[config.mk]
export PLATFORM = sky130hd
export DESIGN_NAME = eth_phy_10g_link_ctrl_flat
export DESIGN_NICKNAME = d
export VERILOG_FILES = /design/src/rtl/eth_phy_10g_link_ctrl_if.sv /design/src/rtl/eth_phy_10g_link_ctrl.sv /design/src/flat_wrapper.sv
export SDC_FILE = /design/constraint.sdc
export NUM_CORES = 1
export LEC_CHECK = 0
export CORE_ASPECT_RATIO = 1.4
export CORE_MARGIN = 5
export CORE_UTILIZATION = 59
export CTS_BUF_LIST = sky130_fd_sc_hd__clkbuf_4 sky130_fd_sc_hd__clkbuf_8
export CTS_CLUSTER_DIAMETER = 120
export DETAILED_ROUTE_END_ITERATION = 10
export PLACE_DENSITY = 0.84
export SLEW_MARGIN = 20
export SYNTH_ARGS = -nofsm -noshare
export SYNTH_HDL_FRONTEND = slang
export SYNTH_SLANG_ARGS = --single-unit
export TNS_END_PERCENT = 10
[constraint.sdc]
create_clock -name clk -period 3.9 [get_ports clk]
set_input_delay 0.39 -clock clk [delete_from_list [all_inputs] [get_ports clk]]
set_output_delay 0.39 -clock clk [all_outputs]
set_load 0.01 [all_outputs]
[src/rtl/eth_phy_10g_link_ctrl_if.sv]
// Control and status bundle between the 10G PHY RX link controller and its
// surroundings (PHY RX status, SERDES reset, management counters).
interface eth_phy_10g_link_ctrl_if;
  logic        cfg_enable;
  logic        stat_clear;
  logic        rx_block_lock;
  logic        rx_high_ber;
  logic [6:0]  rx_error_count;
  logic        serdes_rx_reset_req;
  logic        serdes_rst;
  logic        link_up;
  logic        link_fault;
  logic [2:0]  state;
  logic [7:0]  retry_count;
  logic [7:0]  link_down_count;
  logic [15:0] err_accum;

  modport master (
    output cfg_enable, stat_clear, rx_block_lock, rx_high_ber,
           rx_error_count, serdes_rx_reset_req,
    input  serdes_rst, link_up, link_fault, state, retry_count,
           link_down_count, err_accum
  );

  modport slave (
    input  cfg_enable, stat_clear, rx_block_lock, rx_high_ber,
           rx_error_count, serdes_rx_reset_req,
    output serdes_rst, link_up, link_fault, state, retry_count,
           link_down_count, err_accum
  );
endinterface

[src/rtl/eth_phy_10g_link_ctrl.sv]
// 10G PHY RX link bring-up controller: sequences SERDES reset, waits for block
// lock, qualifies stability, retries/faults, and keeps link statistics.
module eth_phy_10g_link_ctrl #(
  parameter int RESET_CYCLES  = 64,
  parameter int LOCK_TIMEOUT  = 65536,
  parameter int STABLE_CYCLES = 1024,
  parameter int MAX_RETRIES   = 15
) (
  input  logic                         clk,
  input  logic                         rst,
  eth_phy_10g_link_ctrl_if.slave       bus
);

  localparam int TMAX_A = (LOCK_TIMEOUT > STABLE_CYCLES) ? LOCK_TIMEOUT : STABLE_CYCLES;
  localparam int TMAX   = (TMAX_A > RESET_CYCLES) ? TMAX_A : RESET_CYCLES;
  localparam int TW     = $clog2(TMAX + 1);

  typedef enum logic [2:0] {
    S_DISABLED    = 3'd0,
    S_RESET       = 3'd1,
    S_WAIT_LOCK   = 3'd2,
    S_WAIT_STABLE = 3'd3,
    S_UP          = 3'd4,
    S_FAULT       = 3'd5
  } state_t;

  state_t        r_state;
  state_t        w_next;
  logic [TW-1:0] r_timer;
  logic [7:0]    r_retry;
  logic [7:0]    r_link_down;
  logic [15:0]   r_err_accum;
  logic          r_serdes_rst;
  logic          r_link_up;
  logic          r_link_fault;
  logic          w_good;
  logic          w_retry_inc;
  logic          w_retry_clr;
  logic          w_drop;

  function automatic logic [15:0] sat_add16(input logic [15:0] a, input logic [6:0] b);
    logic [16:0] s;
    s = {1'b0, a} + {10'd0, b};
    return s[16] ? 16'hFFFF : s[15:0];
  endfunction

  assign w_good = bus.rx_block_lock & ~bus.rx_high_ber;

  // Next-state selection plus the counter side effects tied to each transition.
  always_comb begin
    w_next      = r_state;
    w_retry_inc = 1'b0;
    w_retry_clr = 1'b0;
    w_drop      = 1'b0;
    if (r_state == S_DISABLED) begin
      w_retry_clr = 1'b1;
      if (bus.cfg_enable) begin
        w_next = S_RESET;
      end else begin
        w_next = S_DISABLED;
      end
    end else if (!bus.cfg_enable) begin
      w_next = S_DISABLED;
    end else begin
      case (r_state)
        S_RESET: begin
          if (r_timer == TW'(RESET_CYCLES - 1)) begin
            w_next = S_WAIT_LOCK;
          end else begin
            w_next = S_RESET;
          end
        end
        S_WAIT_LOCK: begin
          if (w_good) begin
            w_next = S_WAIT_STABLE;
          end else if (r_timer == TW'(LOCK_TIMEOUT - 1) && r_retry == 8'(MAX_RETRIES)) begin
            w_next = S_FAULT;
          end else if (r_timer == TW'(LOCK_TIMEOUT - 1)) begin
            w_next      = S_RESET;
            w_retry_inc = 1'b1;
          end else begin
            w_next = S_WAIT_LOCK;
          end
        end
        S_WAIT_STABLE: begin
          if (!w_good) begin
            w_next = S_WAIT_LOCK;
          end else if (r_timer == TW'(STABLE_CYCLES - 1)) begin
            w_next      = S_UP;
            w_retry_clr = 1'b1;
          end else begin
            w_next = S_WAIT_STABLE;
          end
        end
        S_UP: begin
          // A PHY-requested reset is not a link drop, so it outranks loss of lock.
          if (bus.serdes_rx_reset_req) begin
            w_next = S_RESET;
          end else if (!w_good) begin
            w_next = S_WAIT_LOCK;
            w_drop = 1'b1;
          end else begin
            w_next = S_UP;
          end
        end
        S_FAULT: w_next = S_FAULT;
        default: w_next = S_DISABLED;
      endcase
    end
  end

  // State, timer and registered status outputs.
  always_ff @(posedge clk) begin
    if (rst) begin
      r_state      <= S_DISABLED;
      r_timer      <= '0;
      r_serdes_rst <= 1'b0;
      r_link_up    <= 1'b0;
      r_link_fault <= 1'b0;
    end else begin
      r_state      <= w_next;
      r_timer      <= (w_next != r_state) ? '0 : r_timer + TW'(1);
      r_serdes_rst <= (r_state == S_RESET);
      r_link_up    <= (r_state == S_UP);
      r_link_fault <= (r_state == S_FAULT);
    end
  end

  // Retry and statistics counters; stat_clear beats any coincident increment.
  always_ff @(posedge clk) begin
    if (rst) begin
      r_retry     <= 8'd0;
      r_link_down <= 8'd0;
      r_err_accum <= 16'd0;
    end else begin
      if (w_retry_clr) begin
        r_retry <= 8'd0;
      end else if (w_retry_inc) begin
        r_retry <= r_retry + 8'd1;
      end else begin
        r_retry <= r_retry;
      end
      if (bus.stat_clear) begin
        r_link_down <= 8'd0;
        r_err_accum <= 16'd0;
      end else begin
        r_link_down <= (w_drop && r_link_down != 8'hFF) ? r_link_down + 8'd1 : r_link_down;
        r_err_accum <= (r_state == S_UP) ? sat_add16(r_err_accum, bus.rx_error_count) : r_err_accum;
      end
    end
  end

  assign bus.state           = r_state;
  assign bus.serdes_rst      = r_serdes_rst;
  assign bus.link_up         = r_link_up;
  assign bus.link_fault      = r_link_fault;
  assign bus.retry_count     = r_retry;
  assign bus.link_down_count = r_link_down;
  assign bus.err_accum       = r_err_accum;

endmodule

[src/flat_wrapper.sv]
// flat-port wrapper written by rule: the top's interface ports become plain ports
module eth_phy_10g_link_ctrl_flat 
#(
  parameter int RESET_CYCLES  = 64,
  parameter int LOCK_TIMEOUT  = 65536,
  parameter int STABLE_CYCLES = 1024,
  parameter int MAX_RETRIES   = 15
)
  (clk, rst, bus_cfg_enable, bus_stat_clear, bus_rx_block_lock, bus_rx_high_ber, bus_rx_error_count, bus_serdes_rx_reset_req, bus_serdes_rst, bus_link_up, bus_link_fault, bus_state, bus_retry_count, bus_link_down_count, bus_err_accum);
  eth_phy_10g_link_ctrl_if bus_i ();
  input  logic clk;
  input  logic rst;
  input wire logic [$bits(bus_i.cfg_enable)-1:0] bus_cfg_enable;
  input wire logic [$bits(bus_i.stat_clear)-1:0] bus_stat_clear;
  input wire logic [$bits(bus_i.rx_block_lock)-1:0] bus_rx_block_lock;
  input wire logic [$bits(bus_i.rx_high_ber)-1:0] bus_rx_high_ber;
  input wire logic [$bits(bus_i.rx_error_count)-1:0] bus_rx_error_count;
  input wire logic [$bits(bus_i.serdes_rx_reset_req)-1:0] bus_serdes_rx_reset_req;
  output wire logic [$bits(bus_i.serdes_rst)-1:0] bus_serdes_rst;
  output wire logic [$bits(bus_i.link_up)-1:0] bus_link_up;
  output wire logic [$bits(bus_i.link_fault)-1:0] bus_link_fault;
  output wire logic [$bits(bus_i.state)-1:0] bus_state;
  output wire logic [$bits(bus_i.retry_count)-1:0] bus_retry_count;
  output wire logic [$bits(bus_i.link_down_count)-1:0] bus_link_down_count;
  output wire logic [$bits(bus_i.err_accum)-1:0] bus_err_accum;
  assign bus_i.cfg_enable = bus_cfg_enable;
  assign bus_i.stat_clear = bus_stat_clear;
  assign bus_i.rx_block_lock = bus_rx_block_lock;
  assign bus_i.rx_high_ber = bus_rx_high_ber;
  assign bus_i.rx_error_count = bus_rx_error_count;
  assign bus_i.serdes_rx_reset_req = bus_serdes_rx_reset_req;
  assign bus_serdes_rst = bus_i.serdes_rst;
  assign bus_link_up = bus_i.link_up;
  assign bus_link_fault = bus_i.link_fault;
  assign bus_state = bus_i.state;
  assign bus_retry_count = bus_i.retry_count;
  assign bus_link_down_count = bus_i.link_down_count;
  assign bus_err_accum = bus_i.err_accum;
  eth_phy_10g_link_ctrl #(.RESET_CYCLES(RESET_CYCLES), .LOCK_TIMEOUT(LOCK_TIMEOUT), .STABLE_CYCLES(STABLE_CYCLES), .MAX_RETRIES(MAX_RETRIES)) u_core (.clk(clk), .rst(rst), .bus(bus_i));
endmodule
== Word-level counts from Yosys, hierarchy flattened ==
Cells that the tools add are included.
Word-level totals
  word-level logic and storage cells: 60
  register bits: 55
  output and inout port bits: 38
Cells by class
  equal/unequal tests: 11
  bitwise operators: 2
  reduce and logical (&&, ||, !) cells: 6
  multiplexer cells: 29
  add/sub/neg operators: 4
Operators with widths (number)
  2-to-1 mux 3 bit: 8
  adder 16 x 7 -> 17 bit: 1
  adder 17 x 1 -> 17 bit (second input constant): 1
  equality test 17 x 10 -> 1 bit (second input constant): 1
  equality test 17 x 16 -> 1 bit (second input constant): 1
  equality test 17 x 6 -> 1 bit (second input constant): 1
  2-to-1 mux 1 bit: 17
  adder 8 x 1 -> 8 bit (second input constant): 2
  2-to-1 mux 16 bit: 1
  case mux 3 bit (5 select lines): 1
  equality test 8 x 4 -> 1 bit (second input constant): 1
  inequality test 8 bit (second input constant): 1
  equality test 3 x 2 -> 1 bit (second input constant): 2
  equality test 3 bit (second input constant): 2
  OR reduction 2 bit: 3
  2-to-1 mux 2 bit: 2
  equality test 3 x 1 -> 1 bit (second input constant): 1
  logical NOT 3 bit: 1
  inequality test 3 bit: 1
  logical AND 1 bit: 2
  bitwise AND 1 bit: 1
  inverter 1 bit: 1

== Longest topological paths before layout ==
Gate-level depths: netlist of the first run.
  word-level depth: 9
  mapped depth: 14
  depth with buffers taken out: 12

== Worst setup path before layout of the first run ==
No wires, ideal clock.
  kind: register to register
  from: register u_core.r_timer[0]
  to: register u_core.r_timer[15]
  setup time: 0.064 ns
  slack: 1.240 ns
  data arrival time: 2.596 ns
  required time: 3.836 ns
  period minus slack after synthesis: 2.660 ns
  stages on the path, launching flop included: 15
  cells stage by stage: dfxtp_1 > ha_1 > nand3_1 > nor2_1 > nand2_1 > nor3_1 > ha_1 > inv_1 > a31oi_1 > a211oi_1 > and4_1 > or4_1 > buf_6 > buf_12 > nor2_1
On the way
  longest elaborated chain between the ends: 9
  elaborated cells between the ends (all ways): 16
  those cells by class: 1 x add/sub; 4 x eq/ne; 9 x mux; 2 x reduce/logical
RTL lines
  from (decl): RTL line eth_phy_10g_link_ctrl.sv:29  | logic [TW-1:0] r_timer;
  from (signal assigned): RTL line eth_phy_10g_link_ctrl.sv:122  | r_timer <= (w_next != r_state) ? '0 : r_timer + TW'(1);
  equality test 17 x 16 -> 1 bit: RTL line eth_phy_10g_link_ctrl.sv:76, eth_phy_10g_link_ctrl.sv:78
  2-to-1 mux 2 bit or logical AND 1 bit (tied branches): RTL line eth_phy_10g_link_ctrl.sv:78, eth_phy_10g_link_ctrl.sv:76
  2-to-1 mux 3 bit: RTL line eth_phy_10g_link_ctrl.sv:76  | end else if (r_timer == TW'(LOCK_TIMEOUT - 1) && r_retry == 8'(MAX_RETRIES)) begin
  2-to-1 mux 3 bit: RTL line eth_phy_10g_link_ctrl.sv:74  | if (w_good) begin
  case mux 3 bit (5 select lines): RTL line eth_phy_10g_link_ctrl.sv:65  | case (r_state)
  2-to-1 mux 3 bit: RTL line eth_phy_10g_link_ctrl.sv:62  | end else if (!bus.cfg_enable) begin
  2-to-1 mux 3 bit: RTL line eth_phy_10g_link_ctrl.sv:55  | if (r_state == S_DISABLED) begin
  inequality test 3 bit: RTL line eth_phy_10g_link_ctrl.sv:122
  OR reduction 2 bit (no source line)
Parallel ways exist; a longest one is shown, timed or not.
A chain may end at the register's enable or synchronous reset.

== Worst setup path in the final report of the first run ==
  from: register u_core.r_timer[0]
  to: register u_core.r_timer[9]
The elaborated chain is that of the path after synthesis.

==> reports/qor.csv, run 1 <==
metric,value,unit
status,finished clean,
DIE AREA,6480,µm²
worst path required time,4.13,ns
pwr/cell area,274,nW/µm²
initial antenna violation count,0,
ant diodes,0,
Post-Route WL,6120,µm
Post CTS Setup Buffer Count,0,
CP cell instances,ha_1 -> nand3_1 -> nor2_1 -> nand2_1 -> nor3_1 -> ha_1 -> inv_1 -> a31oi_1 -> a211oi_1 -> and4_1 -> or4_1 -> a21oi_1,
CTS resizes,0,
Max clock buf depth,2,
"slowest stage cell, crit path",or4_1,
"Arr. time, crit path",3.26,ns
critical path buffer and inverter count,1,
Fin Clk Skew,0.00838,ns
"most used cell, CP",ha_1,
setup TNS,0,ns
DR vias,2541,
post-route ant nets,0,
# IOs,52,
CTS tree,done,
Net Sw Frac,22.3,%
Hold Path Class,flip-flop to flip-flop,
port bufs,51,
Post-Syn Area,2920,µm²
number of max-slew violations in the final report,0,
Total Power,0.000957,W
die span in x,69.5,µm
Clock power frac,34.9,%
CP Capture Type,flip-flop,
hold_buf cts,0,
H-tree levels,2,
share of cells above drive strength 1,4.64,%
"FF+latch count, synth",55,
Starting Density,60.3,%
RSZ-0062 raised after global routing,false,
top-area cell type share of the netlist area,37.7,%
"count leader, synth",dfxtp_1,
Logic pwr share,5.8,%
number of max-cap violations,0,
Post-Synthesis Cells,341,
RePlAce Congestion,0.902,
DRT Pass-1 Iters,4,
largest net degree at the start of global routing,18,
DR vias/cell,5.62,
Synth Flop Type,dfxtp_1,
Startpoint Class,flip-flop,
"EDFF count, synth",0,
synth warn,0,
syn_nets,367,
final net count,413,
die extent in y,93.3,µm
CTS buffer count,5,
core area,4840,µm²
post-DP HPWL,4630,µm
Starting DRT DRC Count,258,
register share of total power,59.4,%
Post-route DRC,0,
gr ovfl total,0,
vias in the first global route,2376,
Peak Freq,331,MHz
crit-path max cell delay,0.78,ns
leading area contributor after synthesis,dfxtp_1,
family with the most delay on the worst path,simple AND/OR/NAND/NOR gates,
Peak VDD IR,257,µV
Internal,0.000744,W
Worst slew margin,47.0,%
first-pass GRT wire length,10300,µm
worst-skew pair later-pin latency,0.31,ns
leak pwr,1.21,nW
Setup CP Type,flip-flop to flip-flop,
"FFs w/ async S/R, synth",0,%
WL/cell,13.5,µm
sequential fraction of the synthesis area,37.7,%
final period utilization,77.5,%
"top cells by area, synth","dfxtp_1, nor2_1, xor2_1",
Num Clock Sinks,55,
Std-Cell Rows,30,
Final Critical Period,3.02,ns
synth unique cells,53,
Total GRT Usage,19.1,%
Post-synth top cells,"dfxtp_1, nor2_1, nand2_1",
Worst-Margin Slew,0.788,ns
synthesized area per cell,8.57,µm²
Fin. Hold Viols,0,
P&R area growth vs syn,19.7,%
CP max FO,17,
number of fill cells,378,
"CTS clk-pin slew, worst paths",0.09,ns
clk root buf,clkbuf_8,
Sw Pwr,0.000213,W
endpoints failing setup,0,
==> worst reg2reg max path: cells and delay by family (launching register included) <==
kind	cells	cell delay, ns
AO/OA/AOI/OAI	3	0.43
adder cells (fa/ha/maj)	2	0.40
buffers and inverters	1	0.06
flip-flops	1	0.36
AND/OR/NAND/NOR	6	1.70
==> kinds of logic after synthesis <==
kind of cell,share of synthesized area [%]
flip-flops,37.7
adder cells (fa/ha/maj),5.40
AO/OA/AOI/OAI,13.9
multiplexers,1.03
buffers and inverters,5.48
XOR/XNOR,9.59
AND/OR/NAND/NOR,26.9
==> cell type report <==
| cell class | instances | area (µm²) | share of cell area [%] |
|---|---|---|---|
| clock inverters | 1 | 8.76 | 0.251 |
| well taps | 64 | 80.1 | 2.29 |
| inverters | 12 | 45.0 | 1.29 |
| multi-input cells | 262 | 1660 | 47.5 |
| flip-flops and latches | 55 | 1100 | 31.5 |
| repair buffers | 51 | 510 | 14.6 |
| clock buffers | 7 | 90.1 | 2.58 |
==> power groups by stage <==
stage	Combinational [W]	Clock, W	Sequential [W]
floorplan	0.0000428	0	0.000579
global route	0.0000616	0.000362	0.000569
detailed placement	0.0000548	0	0.000581
finish	0.0000551	0.000334	0.000568
CTS	0.0000554	0.000338	0.000568
global placement	0.0000537	0	0.000581
==> metal layers <==
metal	GRT usage [%]	vias up	routed length, µm
met5	0	-	0
met4	6.35	0	76
met3	3.76	6	305
met2	34.6	60	3110
met1	22.5	1174	2630
li1	-	1301	-
==> state kept, by name, indices dropped and copies added, names as in the netlist <==
register / count
u_core.r_timer: 17
u_core.bus.serdes_rst: 1
u_core.bus.link_down_count: 8
u_core.bus.link_fault: 1
u_core.bus.retry_count: 8
u_core.bus.state: 3
u_core.bus.link_up: 1
u_core.bus.err_accum: 16
==> path summary, 6_finish.rpt <==
path / startpoint / endpoint / slack [ns] / cells after the start
min reg2reg: u_core.r_timer[0] / u_core.r_timer[0] / 0.45 / 1
max reg2reg: u_core.r_timer[0] / u_core.r_timer[9] / 0.88 / 12
min: u_core.r_timer[0] / u_core.r_timer[0] / 0.45 / 1
max: u_core.r_timer[0] / u_core.r_timer[9] / 0.88 / 12
==> cells in the final DEF (no fill, tap or decap), drive strengths merged, types with 2 or more instances in the layout <==
| master | instances |
|---|---|
| nor2 | 53 |
| nand4 | 6 |
| nand2b | 2 |
| nor3b | 5 |
| a21oi | 16 |
| o21bai | 4 |
| and2 | 4 |
| inv | 12 |
| mux2i | 3 |
| ha | 11 |
| a311oi | 5 |
| nor3 | 9 |
| clkdlybuf4s50 | 51 |
| o21ai | 11 |
| a211oi | 6 |
| nor4 | 4 |
| or3 | 2 |
| nand4b | 2 |
| or4 | 5 |
| a21o | 2 |
| and4 | 3 |
| xnor2 | 15 |
| dfxtp | 55 |
| clkbuf | 7 |
| a31oi | 9 |
| and3 | 5 |
| nand3 | 16 |
| xor2 | 17 |
| nor2b | 5 |
| o21a | 2 |
| or2 | 4 |
| nand3b | 2 |
| a211o | 2 |
| nand2 | 24 |
==> per-stage QoR <==
step           util [%]  worst slack [ns]  cells  cell area (µm²)  hold slack, ns
5_1_grt            72.2             0.583    452             3500           0.477
3_3_place_gp       70.2             0.984    444             3400           0.427
4_1_cts            72.2             0.844    452             3500           0.455
2_1_floorplan         -              1.24    341             2920           0.417
6_report           72.2             0.876    452             3500           0.450
3_5_place_dp       70.2             0.881    444             3400           0.440
Power figures use the tool's default switching activity.
==> run 2, diff against run 1 <==
--- a/config.mk
+++ b/config.mk
@@ -7,11 +7,11 @@
 export LEC_CHECK = 0
 export CORE_ASPECT_RATIO = 1.4
 export CORE_MARGIN = 5
-export CORE_UTILIZATION = 59
+export CORE_UTILIZATION = 54
 export CTS_BUF_LIST = sky130_fd_sc_hd__clkbuf_4 sky130_fd_sc_hd__clkbuf_8
 export CTS_CLUSTER_DIAMETER = 120
 export DETAILED_ROUTE_END_ITERATION = 10
-export PLACE_DENSITY = 0.84
+export PLACE_DENSITY = 0.78
 export SLEW_MARGIN = 20
 export SYNTH_ARGS = -nofsm -noshare
 export SYNTH_HDL_FRONTEND = slang
==> constraint.sdc (replaced) <==
create_clock -name clk -period 3 [get_ports clk]
set_input_delay 0.3 -clock clk [delete_from_list [all_inputs] [get_ports clk]]
set_output_delay 0.3 -clock clk [all_outputs]
set_load 0.01 [all_outputs]
==> run 2 against run 1 <==
Sequential power up 30%. Die area rose by 8.1%. Routed wire length up 0.75%. Flip-flop and latch count stayed put. Count of clock-buffer cells in the layout fell by 1. Power up 35%. Critical path depth rose by 1. Largest cell class unchanged. Highest routed layer unchanged.
==> reports/qor.csv, run 2 (synthesized netlist as in run 1, its figures left out) <==
metric,value,unit
initial antenna violation count,0,
CP Launch Point,u_core.r_timer[0],
clk root buf,clkbuf_8,
Std-Cell Rows,31,
CP Capture Type,flip-flop,
Peak VDD IR,284,µV
core area,5240,µm²
Starting DRT DRC Count,155,
CTS buffer count,5,
number of fill cells,443,
Total Power,0.00129,W
die extent in y,97.0,µm
Place WS,0.232,ns
Metal-1 WL,2700,µm
pwr/cell area,361,nW/µm²
DRT Pass-1 Iters,4,
final period utilization,91.6,%
DR WL met3,234,µm
Worst Hold Launch,u_core.r_timer[0],
Post CTS Setup Buffer Count,0,
Largest Register,u_core.r_timer,
"CTS clk-pin slew, worst paths",0.09,ns
endpoints failing setup,0,
Final Critical Period,2.75,ns
worst path required time,3.24,ns
leak pwr,1.25,nW
DIE AREA,7000,µm²
RePlAce Congestion,0.863,
Num Clock Sinks,55,
hold slack,0.450,ns
Max Used Layer,met4,
Starting Density,55.8,%
largest net degree at the start of global routing,18,
worst-skew pair later-pin latency,0.30,ns
post-route ant nets,0,
final cell count without fillers,460,
status,finished clean,
number of max-slew violations in the final report,0,
Fin. Hold Viols,0,
placed inst area,3450,µm²
post-DP HPWL,4610,µm
final instance area,3570,µm²
R2R cell count,13,
CP max FO,17,
"Arr. time, crit path",2.99,ns
Setup CP Type,flip-flop to flip-flop,
Max clock buf depth,2,
Post-route DRC,0,
worst setup margin,0.251,ns
share of cells above drive strength 1,6.85,%
max reg flops,17,
final net count,420,
vias in the first global route,2483,
Post-Route WL,6170,µm
Hold Path Class,flip-flop to flip-flop,
DP Cell Count,453,
metal2 WL,3150,µm
number of max-cap violations,0,
Worst-Margin Slew,0.603,ns
DR vias/cell,5.70,
Fin Clk Skew,0.00344,ns
# IOs,52,
Total GRT Usage,18.1,%
RR Startpoint,u_core.r_timer[0],
DR vias,2624,
Startpoint Class,flip-flop,
"commonest non-fill, non-tap cell in the layout",dfxtp_1,
first-pass GRT wire length,10700,µm
most frequent cells in the layout,"dfxtp_1, nor2_1, clkdlybuf4s50_1, nand2_1, xor2_1",
Hold Crit Depth,1,
H-tree levels,2,
WL/cell,13.4,µm
gr ovfl total,0,
die span in x,72.2,µm
CTS tree,done,
Worst slew margin,59.7,%
P&R area growth vs syn,22.1,%
Peak Freq,364,MHz
ant diodes,0,
port bufs,51,
==> run 2: cell types whose count changed in the layout (fill, tap and decap cells not counted) <==
| cell | previous run | this run |
|---|---|---|
| bufinv_16 | 0 | 1 |
| nor2_1 | 53 | 52 |
| nand2_1 | 24 | 23 |
| nor2_2 | 0 | 1 |
| buf_4 | 0 | 7 |
| clkbuf_8 | 6 | 5 |
| nand2_2 | 0 | 1 |
| nor3_2 | 0 | 1 |
| clkinv_4 | 1 | 0 |
| nor3_1 | 9 | 8 |
==> run 2: worst paths after layout <==
check	slack [ns]	to
worst max register to register	0.25	u_core.r_timer[9]
worst min-delay path	0.45	u_core.r_timer[0]
worst max-delay path	0.25	u_core.r_timer[9]
worst min register to register	0.45	u_core.r_timer[0]
==> run 2: area by class of cell <==
type,count,area (µm²),area share (%)
Inverter,12,45.0,1.26
Multi-Input combinational cell,262,1670,46.8
Timing Repair Buffer,58,563,15.8
Tap cell,66,82.6,2.31
Sequential cell,55,1100,30.9
Clock inverter,1,30.0,0.842
Clock buffer,6,76.3,2.14
==> run 2: critical path, stage by stage, from the launching register on <==
cell	delay (ns)
dfxtp_1	0.36
ha_1	0.21
nand3_1	0.13
nor2_2	0.13
nand2_2	0.11
nor3_2	0.20
ha_1	0.18
inv_1	0.05
a31oi_1	0.12
a211oi_1	0.10
and4_1	0.26
or4_1	0.51
buf_4	0.21
a21oi_1	0.11
==> run 2: power by group <==
part | leakage (nW) | internal [W] | switching (W)
combinational | 0.752 | 0.0000370 | 0.0000370
sequential | 0.443 | 0.000733 | 0.00000545
clock | 0.0547 | 0.000254 | 0.000222
total | 1.25 | 0.00102 | 0.000264
==> run 2: routing by layer <==
layer,vias up,track usage (%)
li1,1304,-
met3,7,2.80
met1,1256,21.9
met4,0,5.50
met2,57,31.9
met5,-,0
==> run 2: what timing repair did <==
action,CTS,global route
resized for setup,0,3
endpoints found under the setup margin,0,17
hold buffers,0,0
==> run 2: stage by stage <==
stage / utilization [%] / setup TNS, ns
floorplan: - / 0
global placement: 65.9 / 0
detailed placement: 65.9 / 0
CTS: 68.0 / 0
global route: 68.1 / -0.0493
finish: 68.1 / 0
